`config.mk`:
```
export PLATFORM = sky130hd
export DESIGN_NAME = control_unit_flat
export DESIGN_NICKNAME = d
export VERILOG_FILES = /design/src/rtl/control_unit_pkg.sv /design/src/rtl/control_unit_if.sv /design/src/rtl/control_unit_decode.sv /design/src/rtl/control_unit.sv /design/src/flat_wrapper.sv
export SDC_FILE = /design/constraint.sdc
export NUM_CORES = 1
export LEC_CHECK = 0
export CAP_MARGIN = 20
export CORE_UTILIZATION = 30
export DETAILED_ROUTE_END_ITERATION = 6
export GPL_TIMING_DRIVEN = 0
export PLACE_DENSITY = 0.7
export SYNTH_ARGS = -nofsm -noshare
export SYNTH_HDL_FRONTEND = slang
export SYNTH_SLANG_ARGS = --single-unit
```
`constraint.sdc`:
```
create_clock -name clk -period 7.52 [get_ports clk]
set_clock_uncertainty 0.1 [all_clocks]
set_input_delay 1.504 -clock clk [delete_from_list [all_inputs] [get_ports clk]]
set_output_delay 1.504 -clock clk [all_outputs]
set_load 0.005 [all_outputs]
```
`src/rtl/control_unit_pkg.sv`:
```
// -----------------------------------------------------------------------------
// cpu_pkg: shared definitions for the hardwired control sequencer.
//   - opcode constants (IR[31:27])
//   - alu_op constants driven to the datapath ALU
//   - sequencer state encoding (T0..T7, HALT); the encoding doubles as t_state
//   - strobe bundle type and opcode classification helpers
// No ports (package). Optional macro used elsewhere: CU_MEM_WAIT_EN.
// -----------------------------------------------------------------------------
package cpu_pkg;

    localparam int IR_W  = 32;
    localparam int OP_W  = 5;
    localparam int ALU_W = 4;

    localparam logic [OP_W-1:0] OP_LD   = 5'b00000;
    localparam logic [OP_W-1:0] OP_LDI  = 5'b00001;
    localparam logic [OP_W-1:0] OP_ST   = 5'b00010;
    localparam logic [OP_W-1:0] OP_ADD  = 5'b00011;
    localparam logic [OP_W-1:0] OP_SUB  = 5'b00100;
    localparam logic [OP_W-1:0] OP_AND  = 5'b00101;
    localparam logic [OP_W-1:0] OP_OR   = 5'b00110;
    localparam logic [OP_W-1:0] OP_ROR  = 5'b00111;
    localparam logic [OP_W-1:0] OP_ROL  = 5'b01000;
    localparam logic [OP_W-1:0] OP_SHR  = 5'b01001;
    localparam logic [OP_W-1:0] OP_SHL  = 5'b01011;
    localparam logic [OP_W-1:0] OP_ADDI = 5'b01100;
    localparam logic [OP_W-1:0] OP_ANDI = 5'b01101;
    localparam logic [OP_W-1:0] OP_ORI  = 5'b01110;
    localparam logic [OP_W-1:0] OP_NEG  = 5'b10001;
    localparam logic [OP_W-1:0] OP_NOT  = 5'b10010;
    localparam logic [OP_W-1:0] OP_OUT  = 5'b10111;
    localparam logic [OP_W-1:0] OP_NOP  = 5'b11010;
    localparam logic [OP_W-1:0] OP_HALT = 5'b11011;

    localparam logic [ALU_W-1:0] ALU_AND = 4'h0;
    localparam logic [ALU_W-1:0] ALU_OR  = 4'h1;
    localparam logic [ALU_W-1:0] ALU_ADD = 4'h2;
    localparam logic [ALU_W-1:0] ALU_SUB = 4'h3;
    localparam logic [ALU_W-1:0] ALU_SHR = 4'h4;
    localparam logic [ALU_W-1:0] ALU_SHL = 4'h5;
    localparam logic [ALU_W-1:0] ALU_ROR = 4'h6;
    localparam logic [ALU_W-1:0] ALU_ROL = 4'h7;
    localparam logic [ALU_W-1:0] ALU_NEG = 4'hA;
    localparam logic [ALU_W-1:0] ALU_NOT = 4'hB;

    typedef enum logic [3:0] {
        ST_T0   = 4'd0,
        ST_T1   = 4'd1,
        ST_T2   = 4'd2,
        ST_T3   = 4'd3,
        ST_T4   = 4'd4,
        ST_T5   = 4'd5,
        ST_T6   = 4'd6,
        ST_T7   = 4'd7,
        ST_HALT = 4'hF
    } cu_state_e;

    typedef enum logic [3:0] {
        CL_RTYPE,
        CL_UNARY,
        CL_IMM,
        CL_LDI,
        CL_LD,
        CL_ST,
        CL_OUT,
        CL_NOP,
        CL_HALT,
        CL_ILLEGAL
    } cu_class_e;

    typedef struct packed {
        logic             pc_out;
        logic             pc_in;
        logic             inc_pc;
        logic             mar_in;
        logic             mdr_in;
        logic             mdr_out;
        logic             ir_in;
        logic             y_in;
        logic             z_in;
        logic             z_low_out;
        logic             c_out;
        logic             gra;
        logic             grb;
        logic             grc;
        logic             r_in;
        logic             r_out;
        logic             ba_out;
        logic             outport_in;
        logic             read;
        logic             write;
        logic [ALU_W-1:0] alu_op;
    } cu_strobes_t;

    function automatic cu_class_e op_class(input logic [OP_W-1:0] op);
        case (op)
            OP_ADD, OP_SUB, OP_AND, OP_OR,
            OP_ROR, OP_ROL, OP_SHR, OP_SHL: return CL_RTYPE;
            OP_NEG, OP_NOT:                 return CL_UNARY;
            OP_ADDI, OP_ANDI, OP_ORI:       return CL_IMM;
            OP_LDI:                         return CL_LDI;
            OP_LD:                          return CL_LD;
            OP_ST:                          return CL_ST;
            OP_OUT:                         return CL_OUT;
            OP_NOP:                         return CL_NOP;
            OP_HALT:                        return CL_HALT;
            default:                        return CL_ILLEGAL;
        endcase
    endfunction

    function automatic logic [ALU_W-1:0] alu_for_op(input logic [OP_W-1:0] op);
        case (op)
            OP_SUB:          return ALU_SUB;
            OP_AND, OP_ANDI: return ALU_AND;
            OP_OR,  OP_ORI:  return ALU_OR;
            OP_ROR:          return ALU_ROR;
            OP_ROL:          return ALU_ROL;
            OP_SHR:          return ALU_SHR;
            OP_SHL:          return ALU_SHL;
            OP_NEG:          return ALU_NEG;
            OP_NOT:          return ALU_NOT;
            default:         return ALU_ADD;
        endcase
    endfunction

endpackage

```
`src/rtl/control_unit_if.sv`:
```
// -----------------------------------------------------------------------------
// control_unit_if: bundle between the control sequencer and the datapath.
//   ir            datapath -> control   current IR value
//   strobes       control  -> datapath  pc/mar/mdr/ir/y/z/c/register/port strobes
//   read, write   control  -> memory    memory strobes
//   alu_op        control  -> datapath  ALU operation
//   run           control  -> system    high unless halted
//   illegal_op    control  -> system    one-cycle pulse on undefined opcode
//   t_state       control  -> debug     current step (T0..T7 = 0..7, HALT = F)
//   mem_ready     memory   -> control   only with CU_MEM_WAIT_EN defined
// Modports: master (control unit side), slave (datapath side).
// -----------------------------------------------------------------------------
interface control_unit_if;
    import cpu_pkg::*;

    logic [IR_W-1:0]  ir;
    logic             pc_out, pc_in, inc_pc, mar_in, mdr_in, mdr_out, ir_in;
    logic             y_in, z_in, z_low_out, c_out;
    logic             gra, grb, grc, r_in, r_out, ba_out, outport_in;
    logic             read, write;
    logic [ALU_W-1:0] alu_op;
    logic             run;
    logic             illegal_op;
    logic [3:0]       t_state;
`ifdef CU_MEM_WAIT_EN
    logic             mem_ready;

    modport master (
        input  ir, mem_ready,
        output pc_out, pc_in, inc_pc, mar_in, mdr_in, mdr_out, ir_in,
               y_in, z_in, z_low_out, c_out,
               gra, grb, grc, r_in, r_out, ba_out, outport_in,
               read, write, alu_op, run, illegal_op, t_state
    );
    modport slave (
        output ir, mem_ready,
        input  pc_out, pc_in, inc_pc, mar_in, mdr_in, mdr_out, ir_in,
               y_in, z_in, z_low_out, c_out,
               gra, grb, grc, r_in, r_out, ba_out, outport_in,
               read, write, alu_op, run, illegal_op, t_state
    );
`else
    modport master (
        input  ir,
        output pc_out, pc_in, inc_pc, mar_in, mdr_in, mdr_out, ir_in,
               y_in, z_in, z_low_out, c_out,
               gra, grb, grc, r_in, r_out, ba_out, outport_in,
               read, write, alu_op, run, illegal_op, t_state
    );
    modport slave (
        output ir,
        input  pc_out, pc_in, inc_pc, mar_in, mdr_in, mdr_out, ir_in,
               y_in, z_in, z_low_out, c_out,
               gra, grb, grc, r_in, r_out, ba_out, outport_in,
               read, write, alu_op, run, illegal_op, t_state
    );
`endif

endinterface

```
`src/rtl/control_unit_decode.sv`:
```
// -----------------------------------------------------------------------------
// cu_decode: purely combinational step decoder.
//   state_i    in   current sequencer state
//   opcode_i   in   IR[31:27]
//   strobes_o  out  strobe bundle for this step (Moore decode)
//   next_o     out  next state assuming the step completes this cycle
//   illegal_o  out  undefined opcode seen in T3
// -----------------------------------------------------------------------------
module cu_decode
    import cpu_pkg::*;
(
    input  cu_state_e       state_i,
    input  logic [OP_W-1:0] opcode_i,
    output cu_strobes_t     strobes_o,
    output cu_state_e       next_o,
    output logic            illegal_o
);

    cu_class_e        cls;
    logic [ALU_W-1:0] op_alu;

    assign cls    = op_class(opcode_i);
    assign op_alu = alu_for_op(opcode_i);

    always_comb begin
        strobes_o = '0;
        next_o    = ST_T0;
        illegal_o = 1'b0;
        case (state_i)
            ST_T0: begin
                strobes_o.pc_out = 1'b1;
                strobes_o.mar_in = 1'b1;
                strobes_o.inc_pc = 1'b1;
                strobes_o.z_in   = 1'b1;
                strobes_o.alu_op = ALU_ADD;
                next_o           = ST_T1;
            end
            ST_T1: begin
                strobes_o.z_low_out = 1'b1;
                strobes_o.pc_in     = 1'b1;
                strobes_o.read      = 1'b1;
                strobes_o.mdr_in    = 1'b1;
                next_o              = ST_T2;
            end
            ST_T2: begin
                strobes_o.mdr_out = 1'b1;
                strobes_o.ir_in   = 1'b1;
                next_o            = ST_T3;
            end
            ST_T3: begin
                case (cls)
                    CL_RTYPE, CL_IMM: begin
                        strobes_o.grb   = 1'b1;
                        strobes_o.r_out = 1'b1;
                        strobes_o.y_in  = 1'b1;
                        next_o          = ST_T4;
                    end
                    CL_UNARY: begin
                        strobes_o.grb    = 1'b1;
                        strobes_o.r_out  = 1'b1;
                        strobes_o.alu_op = op_alu;
                        strobes_o.z_in   = 1'b1;
                        next_o           = ST_T4;
                    end
                    CL_LDI, CL_LD, CL_ST: begin
                        strobes_o.grb    = 1'b1;
                        strobes_o.ba_out = 1'b1;
                        strobes_o.y_in   = 1'b1;
                        next_o           = ST_T4;
                    end
                    CL_OUT: begin
                        strobes_o.gra        = 1'b1;
                        strobes_o.r_out      = 1'b1;
                        strobes_o.outport_in = 1'b1;
                    end
                    CL_NOP:  next_o = ST_T0;
                    CL_HALT: next_o = ST_HALT;
                    default: illegal_o = 1'b1;
                endcase
            end
            ST_T4: begin
                case (cls)
                    CL_RTYPE: begin
                        strobes_o.grc    = 1'b1;
                        strobes_o.r_out  = 1'b1;
                        strobes_o.alu_op = op_alu;
                        strobes_o.z_in   = 1'b1;
                        next_o           = ST_T5;
                    end
                    CL_UNARY: begin
                        strobes_o.z_low_out = 1'b1;
                        strobes_o.gra       = 1'b1;
                        strobes_o.r_in      = 1'b1;
                    end
                    CL_IMM: begin
                        strobes_o.c_out  = 1'b1;
                        strobes_o.alu_op = op_alu;
                        strobes_o.z_in   = 1'b1;
                        next_o           = ST_T5;
                    end
                    CL_LDI, CL_LD, CL_ST: begin
                        // effective address / immediate = Rb-or-0 + C
                        strobes_o.c_out  = 1'b1;
                        strobes_o.alu_op = ALU_ADD;
                        strobes_o.z_in   = 1'b1;
                        next_o           = ST_T5;
                    end
                    default: ;
                endcase
            end
            ST_T5: begin
                case (cls)
                    CL_RTYPE, CL_IMM, CL_LDI: begin
                        strobes_o.z_low_out = 1'b1;
                        strobes_o.gra       = 1'b1;
                        strobes_o.r_in      = 1'b1;
                    end
                    CL_LD, CL_ST: begin
                        strobes_o.z_low_out = 1'b1;
                        strobes_o.mar_in    = 1'b1;
                        next_o              = ST_T6;
                    end
                    default: ;
                endcase
            end
            ST_T6: begin
                case (cls)
                    CL_LD: begin
                        strobes_o.read   = 1'b1;
                        strobes_o.mdr_in = 1'b1;
                        next_o           = ST_T7;
                    end
                    CL_ST: begin
                        // read stays low so the MDR captures Ra from the bus
                        strobes_o.gra    = 1'b1;
                        strobes_o.r_out  = 1'b1;
                        strobes_o.mdr_in = 1'b1;
                        next_o           = ST_T7;
                    end
                    default: ;
                endcase
            end
            ST_T7: begin
                case (cls)
                    CL_LD: begin
                        strobes_o.mdr_out = 1'b1;
                        strobes_o.gra     = 1'b1;
                        strobes_o.r_in    = 1'b1;
                    end
                    CL_ST:   strobes_o.write = 1'b1;
                    default: ;
                endcase
            end
            ST_HALT: next_o = ST_HALT;
            default: next_o = ST_T0;
        endcase
    end

endmodule

```
`src/rtl/control_unit.sv`:
```
// -----------------------------------------------------------------------------
// control_unit: hardwired control sequencer for the datapath.
//   clk    in  rising-edge clock
//   reset  in  synchronous, active-high; forces all strobes low while high
//   bus    control_unit_if.master (ir in; strobes, alu_op, run, illegal_op,
//          t_state out; mem_ready in when CU_MEM_WAIT_EN is defined)
// Optional macro CU_MEM_WAIT_EN: fetch-read (T1), ld-T6 and st-T7 hold until
// mem_ready is sampled high.
// -----------------------------------------------------------------------------
module control_unit
    import cpu_pkg::*;
(
    input  logic  clk,
    input  logic  reset,
    control_unit_if.master bus
);

    cu_state_e       state_q, state_d;
    cu_state_e       dec_next;
    cu_strobes_t     dec_strb, strb;
    logic            dec_illegal;
    logic [OP_W-1:0] opcode;

    assign opcode = bus.ir[IR_W-1 -: OP_W];

    cu_decode u_decode (
        .state_i   (state_q),
        .opcode_i  (opcode),
        .strobes_o (dec_strb),
        .next_o    (dec_next),
        .illegal_o (dec_illegal)
    );

`ifdef CU_MEM_WAIT_EN
    logic mem_step;

    always_comb begin
        mem_step = (state_q == ST_T1) ||
                   (state_q == ST_T6 && op_class(opcode) == CL_LD) ||
                   (state_q == ST_T7 && op_class(opcode) == CL_ST);
        state_d  = (mem_step && !bus.mem_ready) ? state_q : dec_next;
    end
`else
    assign state_d = dec_next;
`endif

    always_ff @(posedge clk) begin
        if (reset) begin
            state_q <= ST_T0;
        end else begin
            state_q <= state_d;
        end
    end

    // Strobes are gated by reset itself so an instruction aborted mid-sequence
    // drives nothing in the reset cycle, not just from the following one.
    assign strb = reset ? '0 : dec_strb;

    assign bus.pc_out     = strb.pc_out;
    assign bus.pc_in      = strb.pc_in;
    assign bus.inc_pc     = strb.inc_pc;
    assign bus.mar_in     = strb.mar_in;
    assign bus.mdr_in     = strb.mdr_in;
    assign bus.mdr_out    = strb.mdr_out;
    assign bus.ir_in      = strb.ir_in;
    assign bus.y_in       = strb.y_in;
    assign bus.z_in       = strb.z_in;
    assign bus.z_low_out  = strb.z_low_out;
    assign bus.c_out      = strb.c_out;
    assign bus.gra        = strb.gra;
    assign bus.grb        = strb.grb;
    assign bus.grc        = strb.grc;
    assign bus.r_in       = strb.r_in;
    assign bus.r_out      = strb.r_out;
    assign bus.ba_out     = strb.ba_out;
    assign bus.outport_in = strb.outport_in;
    assign bus.read       = strb.read;
    assign bus.write      = strb.write;
    assign bus.alu_op     = strb.alu_op;
    assign bus.run        = reset || (state_q != ST_HALT);
    assign bus.illegal_op = !reset && dec_illegal;
    assign bus.t_state    = state_q;

endmodule

```
`src/flat_wrapper.sv`:
```
// flat-port wrapper written by rule: the top's interface ports become plain ports
module control_unit_flat import cpu_pkg::*;
  (clk, reset, bus_ir, bus_pc_out, bus_pc_in, bus_inc_pc, bus_mar_in, bus_mdr_in, bus_mdr_out, bus_ir_in, bus_y_in, bus_z_in, bus_z_low_out, bus_c_out, bus_gra, bus_grb, bus_grc, bus_r_in, bus_r_out, bus_ba_out, bus_outport_in, bus_read, bus_write, bus_alu_op, bus_run, bus_illegal_op, bus_t_state);
  control_unit_if bus_i ();
  input  logic clk;
  input  logic reset;
  input wire logic [$bits(bus_i.ir)-1:0] bus_ir;
  output wire logic [$bits(bus_i.pc_out)-1:0] bus_pc_out;
  output wire logic [$bits(bus_i.pc_in)-1:0] bus_pc_in;
  output wire logic [$bits(bus_i.inc_pc)-1:0] bus_inc_pc;
  output wire logic [$bits(bus_i.mar_in)-1:0] bus_mar_in;
  output wire logic [$bits(bus_i.mdr_in)-1:0] bus_mdr_in;
  output wire logic [$bits(bus_i.mdr_out)-1:0] bus_mdr_out;
  output wire logic [$bits(bus_i.ir_in)-1:0] bus_ir_in;
  output wire logic [$bits(bus_i.y_in)-1:0] bus_y_in;
  output wire logic [$bits(bus_i.z_in)-1:0] bus_z_in;
  output wire logic [$bits(bus_i.z_low_out)-1:0] bus_z_low_out;
  output wire logic [$bits(bus_i.c_out)-1:0] bus_c_out;
  output wire logic [$bits(bus_i.gra)-1:0] bus_gra;
  output wire logic [$bits(bus_i.grb)-1:0] bus_grb;
  output wire logic [$bits(bus_i.grc)-1:0] bus_grc;
  output wire logic [$bits(bus_i.r_in)-1:0] bus_r_in;
  output wire logic [$bits(bus_i.r_out)-1:0] bus_r_out;
  output wire logic [$bits(bus_i.ba_out)-1:0] bus_ba_out;
  output wire logic [$bits(bus_i.outport_in)-1:0] bus_outport_in;
  output wire logic [$bits(bus_i.read)-1:0] bus_read;
  output wire logic [$bits(bus_i.write)-1:0] bus_write;
  output wire logic [$bits(bus_i.alu_op)-1:0] bus_alu_op;
  output wire logic [$bits(bus_i.run)-1:0] bus_run;
  output wire logic [$bits(bus_i.illegal_op)-1:0] bus_illegal_op;
  output wire logic [$bits(bus_i.t_state)-1:0] bus_t_state;
  assign bus_i.ir = bus_ir;
  assign bus_pc_out = bus_i.pc_out;
  assign bus_pc_in = bus_i.pc_in;
  assign bus_inc_pc = bus_i.inc_pc;
  assign bus_mar_in = bus_i.mar_in;
  assign bus_mdr_in = bus_i.mdr_in;
  assign bus_mdr_out = bus_i.mdr_out;
  assign bus_ir_in = bus_i.ir_in;
  assign bus_y_in = bus_i.y_in;
  assign bus_z_in = bus_i.z_in;
  assign bus_z_low_out = bus_i.z_low_out;
  assign bus_c_out = bus_i.c_out;
  assign bus_gra = bus_i.gra;
  assign bus_grb = bus_i.grb;
  assign bus_grc = bus_i.grc;
  assign bus_r_in = bus_i.r_in;
  assign bus_r_out = bus_i.r_out;
  assign bus_ba_out = bus_i.ba_out;
  assign bus_outport_in = bus_i.outport_in;
  assign bus_read = bus_i.read;
  assign bus_write = bus_i.write;
  assign bus_alu_op = bus_i.alu_op;
  assign bus_run = bus_i.run;
  assign bus_illegal_op = bus_i.illegal_op;
  assign bus_t_state = bus_i.t_state;
  control_unit u_core (.clk(clk), .reset(reset), .bus(bus_i));
endmodule
```
Word level (Yosys, flattened, before mapping) --
Memories as Yosys holds them, arrays and structs flattened. Index checks and enable logic that the tools add are counted. W data, S select, Z words.
Word-level totals: register bits 4, memory bits (read-only) 256, input bits 34, output and inout bits 30, logic and storage cells 75, memories 2
Memories:
- (no name shown) | depth 32, bits a word 4, read ports 1, clocked after memory_dff 0, wr ports 0, line control_unit_pkg.sv:112 | case (op)
- (no name shown) | depth 32, bits a word 4, read ports 1, clocked after memory_dff 0, wr ports 0, line control_unit_pkg.sv:96 | case (op)
Cells by class: equality and inequality tests 17, multiplexer cells 41, reduce and logical (&&, ||, !) cells 14
Operator list (number):
- $eq A4 B3 Y1 const B | 8
- $pmux W4 S8 | 1
- $mux W24 | 1
- $mux W1 | 22
- $eq A4 B2 Y1 const B | 4
- $pmux W4 S2 | 2
- $pmux W1 S3 | 4
- $pmux W4 S3 | 1
- $mux W3 | 3
- $reduce_or A9 Y1 | 1
- $eq A4 B1 Y1 const B | 2
- $eq A4 B4 Y1 const B | 2
- $logic_not A4 Y1 | 2
- $pmux W1 S2 | 4
- $reduce_or A4 Y1 | 2
- $reduce_or A3 Y1 | 2
- $reduce_or A6 Y1 | 1
- $pmux W1 S5 | 1
- $reduce_or A5 Y1 | 1
- $mux W4 | 1
- $ne A4 B4 Y1 const B | 1
- $reduce_or A2 Y1 | 2
- $mux W2 | 1
- $logic_and A1 B1 Y1 | 1
- 2 further kinds | 2

Logic depth before layout (Yosys ltp) --
Gate-level depths: netlist of the first run. An unclocked memory read counts as a cell.
depth in word-level cells 6, gate-level depth with buffers 9

Cells and area by module --
Synthesis of the first run repeated with hierarchy kept, for this count alone.
Second synthesis, totals: cell total of the unflattened synthesis 171, area total of the unflattened synthesis 1093.5 sq um
By module, submodules not included:
- cu_decode | instances 1, cells each 133, area an instance 798.3 sq um, sequential area each 0.0 sq um
- control_unit | instances 1, cells each 38, area an instance 295.3 sq um, sequential area each 80.1 sq um

Worst setup path after synthesis of the first run --
OpenSTA, ideal clock, no wires.
path kind in2out, from input bus_ir[27], to output bus_alu_op[1], arrival time 3.084 ns, setup slack 2.832 ns, stages on the path 7, path buffers 0, cell sequence ha_1 -> and4b_1 -> nor3_4 -> nand3_1 -> o31ai_1 -> a21oi_1 -> a211oi_2
Between the ends: cells in the longest elaborated chain, start to end 6
RTL lines:
- start, declared | line flat_wrapper.sv:7 | input wire logic [$bits(bus_i.ir)-1:0] bus_ir;
- $mem_v2 Z32 W4
- $eq A4 B3 Y1 (tied with other cells) | line control_unit_decode.sv:82 | case (cls)
- $reduce_or A3 Y1 / $reduce_or A2 Y1 (equally long branches)
- $pmux W4 S2 | line control_unit_decode.sv:82
- $pmux W4 S3 * | line control_unit_decode.sv:29 | case (state_i)
- $mux W24 * | line control_unit.sv:57 | assign strb = reset ? '0 : dec_strb;
- end, declared | line flat_wrapper.sv:28 | output wire logic [$bits(bus_i.alu_op)-1:0] bus_alu_op;
Mark *: on every way between the ends. The rest lies on a longest branch, timed or not.

Worst setup path in the final report of the first run --
Same ends and word-level chain as after synthesis.

==> flow_summary.rst, run 1 <==
.. list-table::
   :header-rows: 1

   * - Metric
     - Value
   * - Cell Area, Synth
     - 1060 sq um
   * - Placed Area
     - 1470 sq um
   * - Largest register FFs
     - 4
   * - Vias after detailed routing
     - 1,323
   * - Clk sink count
     - 4
   * - Slew at the pin closest to its max-slew limit
     - 708 ps
   * - Final cycle utilization of the critical path
     - 81.6%
   * - Pre-Repair DR Iteration Count
     - 4
   * - Num rows
     - 21
   * - Synthesized area per cell
     - 6.79 sq um
   * - Max transition margin
     - 52.4%
   * - Total wire length
     - 3090 um
   * - Pin count of the biggest net entering global routing
     - 11
   * - Cell taking the most area after synthesis
     - dfxtp_1
   * - DRC viols
     - 0
   * - Number of instances resized during post-cts repair
     - 0
   * - Fin area
     - 1490 sq um
   * - Achievable frequency
     - 163 MHz
   * - Routability-driven placement congestion ratio
     - 0.884
   * - Num ports
     - 64
   * - Port Buffers
     - 35
   * - Data required time at the worst endpoint
     - 5920 ps
   * - Width of the die
     - 61.4 um
   * - Final count of pins violating max slew
     - 0
   * - Die Span Y
     - 61.4 um
   * - Reg-to-Reg End
     - u_core.bus.t_state[1]
   * - Critical Path End Type
     - output pin
   * - Hold crit path type
     - reg2reg
   * - Number of DRC markers in iteration 0
     - 50
   * - Number of cells traversed by the worst register-to-register path
     - 5
   * - Signal arrival time at the worst endpoint
     - 4530 ps
   * - Worst Hold Path Cells
     - 4
   * - Max-capacitance violation count
     - 0
   * - Final hold vios
     - 0
   * - Yosys warning count
     - 0
   * - DP HPWL
     - 2370 um
   * - Global-route wire length before repair
     - 4930 um
   * - Via count of the first global-routing pass
     - 1,095
   * - Run status
     - complete, no violations
   * - Number of hold buffers added after CTS
     - 0
   * - Synth cell types
     - 56
   * - Pwr Density
     - 87.1 nW/um^2
   * - Worst setup slack for register-to-register paths
     - 5680 ps
   * - Unrepaired setup endpoints after global routing
     - no
   * - Count of endpoints failing setup in the final report
     - 0
   * - Capture point of the critical path
     - bus_alu_op[1]
   * - Asr flop ratio synth
     - 0%
   * - Share of Yosys cell area claimed by the top area cell type
     - 7.56%
   * - Maximum VDD drop
     - 0.0000305 V
   * - Routed len/inst
     - 12.9 um
   * - Highest net fanout along the worst path
     - 9
   * - Core region area
     - 3360 sq um
   * - Post-layout net count
     - 233
   * - WS Path Type
     - in2out
   * - Number of vias per cell
     - 5.51
   * - Cts bufs inserted
     - 3
   * - Overall overflow remaining after global route
     - 0
   * - Htree depth
     - 1
   * - Pre-CTS worst setup slack
     - 1410 ps
   * - PnR worst setup slack
     - 1390 ps
   * - Antenna diode instance count
     - 0
   * - Remaining number of nets flagged by the antenna check after routing
     - 0
   * - Instance count of the mapped netlist
     - 156
   * - Proportion of layout cells with a drive suffix above 1
     - 16.0%
   * - TritonCTS clock tree
     - yes
   * - Sequential element share of the synthesized area
     - 7.56%
   * - Sort of element at the start of the critical path
     - input pin
   * - Leakage dissipation
     - 0.520 nW
   * - Initial antenna violation count
     - 0
   * - CTS clk-pin slew, worst paths
     - 40 ps
   * - Floorplan die area
     - 3770 sq um
   * - Root Buffer Master
     - clkbuf_4
   * - Clock period minus worst slack
     - 6130 ps
   * - Clock latency reported for the late side of the worst-skew pair
     - 240 ps
   * - Launch instance of the worst min-delay path
     - u_core.bus.t_state[0]
   * - Maximum count of clock buffers along a single path
     - 2
   * - Setup repair bufs after CTS
     - 0
   * - Post-Syn Nets
     - 193
   * - Number of synthesized flops with an enable pin
     - 0
   * - FF-to-FF Start
     - u_core.bus.t_state[1]
   * - Total track usage
     - 16.8%
   * - Top FF cell, synth
     - dfxtp_1
   * - Filler Cell Count
     - 362
   * - Leading cell types by total area after synthesis
     - dfxtp_1 (7.6%), a21oi_1 (6.6%), nor2_1 (5.7%)
   * - Area overhead of the layout relative to synthesis
     - 40.6%
   * - Critical Path Start
     - bus_ir[27]
   * - Setup_tns
     - 0 ps
   * - Initial Util
     - 31.5%
   * - Total power
     - 0.130 mW
   * - Synthesized flop and latch total
     - 4
[where the power goes]
group          switching (mW)  total [mW]  internal (mW)  leakage [nW]
Sequential            0.00114      0.0239         0.0228        0.0328
Clock                 0.00966      0.0276         0.0179        0.0138
Combinational          0.0425      0.0783         0.0358         0.473
[through the flow]
| step | hold slack, ps | std cells | util, % |
|---|---|---|---|
| 6_report | 597 | 240 | 44.3 |
| 5_1_grt | 664 | 240 | 44.3 |
| 4_1_cts | 599 | 240 | 44.3 |
| 3_5_place_dp | 589 | 237 | 43.6 |
| 3_3_place_gp | 588 | 237 | 43.6 |
| 2_1_floorplan | 556 | 156 | - |
[layer usage]
| metal | vias to the layer above | GRT usage, % | wire [um] |
|---|---|---|---|
| met5 | - | 0 | 0 |
| met4 | 0 | 3.17 | 41 |
| li1 | 660 | - | - |
| met1 | 612 | 25.9 | 1510 |
| met2 | 47 | 26.1 | 1390 |
| met3 | 4 | 0.420 | 143 |
[worst max-delay path, cell delays in order]
cell	delay [ps]
clkdlybuf4s50_1	620
inv_1	80
ha_1	270
and4b_1	270
nor3_4	280
nand3_1	260
o31ai_1	310
a21oi_1	150
a211oi_2	250
clkdlybuf4s50_1	540
[Yosys cell counts, types with 2 or more instances]
master    count
and4b_1       2
nor3_1       10
buf_4         4
nor4_2        4
ha_1          3
clkbuf_1      4
and3_1        2
a31oi_1       6
inv_1         7
dfxtp_1       4
nand2_1      10
or3_1         2
nor4_1        7
nand2b_1      6
o21ai_0       3
buf_2         5
a21oi_1      14
nand3b_1      2
nand3_1       4
o31ai_1       4
nor2b_1       3
nor2_1       16
[logic make-up after synthesis]
logic type | synth area share (%)
compound gates | 28.0
xor+xnor | 0.827
fa+ha+maj | 3.54
buf+inv | 9.80
flops | 7.56
mux | 2.24
simple gates | 48.1
[worst min-delay path by stage]
stage                                       end  slack (ps)
after CTS                 u_core.bus.t_state[1]         600
after global routing      u_core.bus.t_state[1]         660
after floorplan           u_core.bus.t_state[1]         560
final                     u_core.bus.t_state[1]         600
after global placement    u_core.bus.t_state[1]         590
after detailed placement  u_core.bus.t_state[1]         590
[final cells by class]
type | instances | area [sq um] | share of cell area [%]
Multi-Input combinational cell | 130 | 876 | 58.8
Sequential cell | 4 | 80.1 | 5.37
Tap cell | 46 | 57.6 | 3.86
Clock buffer | 3 | 22.5 | 1.51
Timing Repair Buffer | 35 | 350 | 23.5
Buffer | 14 | 73.8 | 4.95
Inverter | 8 | 30.0 | 2.02
[layout by cell type, fill, tap and decap left out, types with 4 or more instances in the layout]
master / count
dfxtp_1: 4
nand2b_1: 6
buf_2: 5
clkdlybuf4s50_1: 35
buf_4: 4
clkbuf_1: 4
o31ai_1: 4
nor2_1: 16
inv_1: 7
nand3_1: 4
a31oi_1: 6
nor3_1: 10
a21oi_1: 14
nor4_2: 4
nor4_1: 7
nand2_1: 10
Note: power is estimated with default switching activity, not from simulation.
==> inputs of run 2 (changes only) <==
==> constraint.sdc (replaced) <==
create_clock -name clk -period 6.1 [get_ports clk]
set_clock_uncertainty 0.1 [all_clocks]
set_input_delay 1.22 -clock clk [delete_from_list [all_inputs] [get_ports clk]]
set_output_delay 1.22 -clock clk [all_outputs]
set_load 0.005 [all_outputs]
==> results of run 2 <==
The final DEF is identical to that of run 1. Status: complete, no violations.
Among the figures that moved: setup slack after placement 1410 ps -> 557 ps; setup slack after layout 1390 ps -> 533 ps; register-to-register setup slack 5680 ps -> 4260 ps; total power 0.130 mW -> 0.160 mW; worst IR drop on VDD 0.0000305 V -> 0.0000376 V
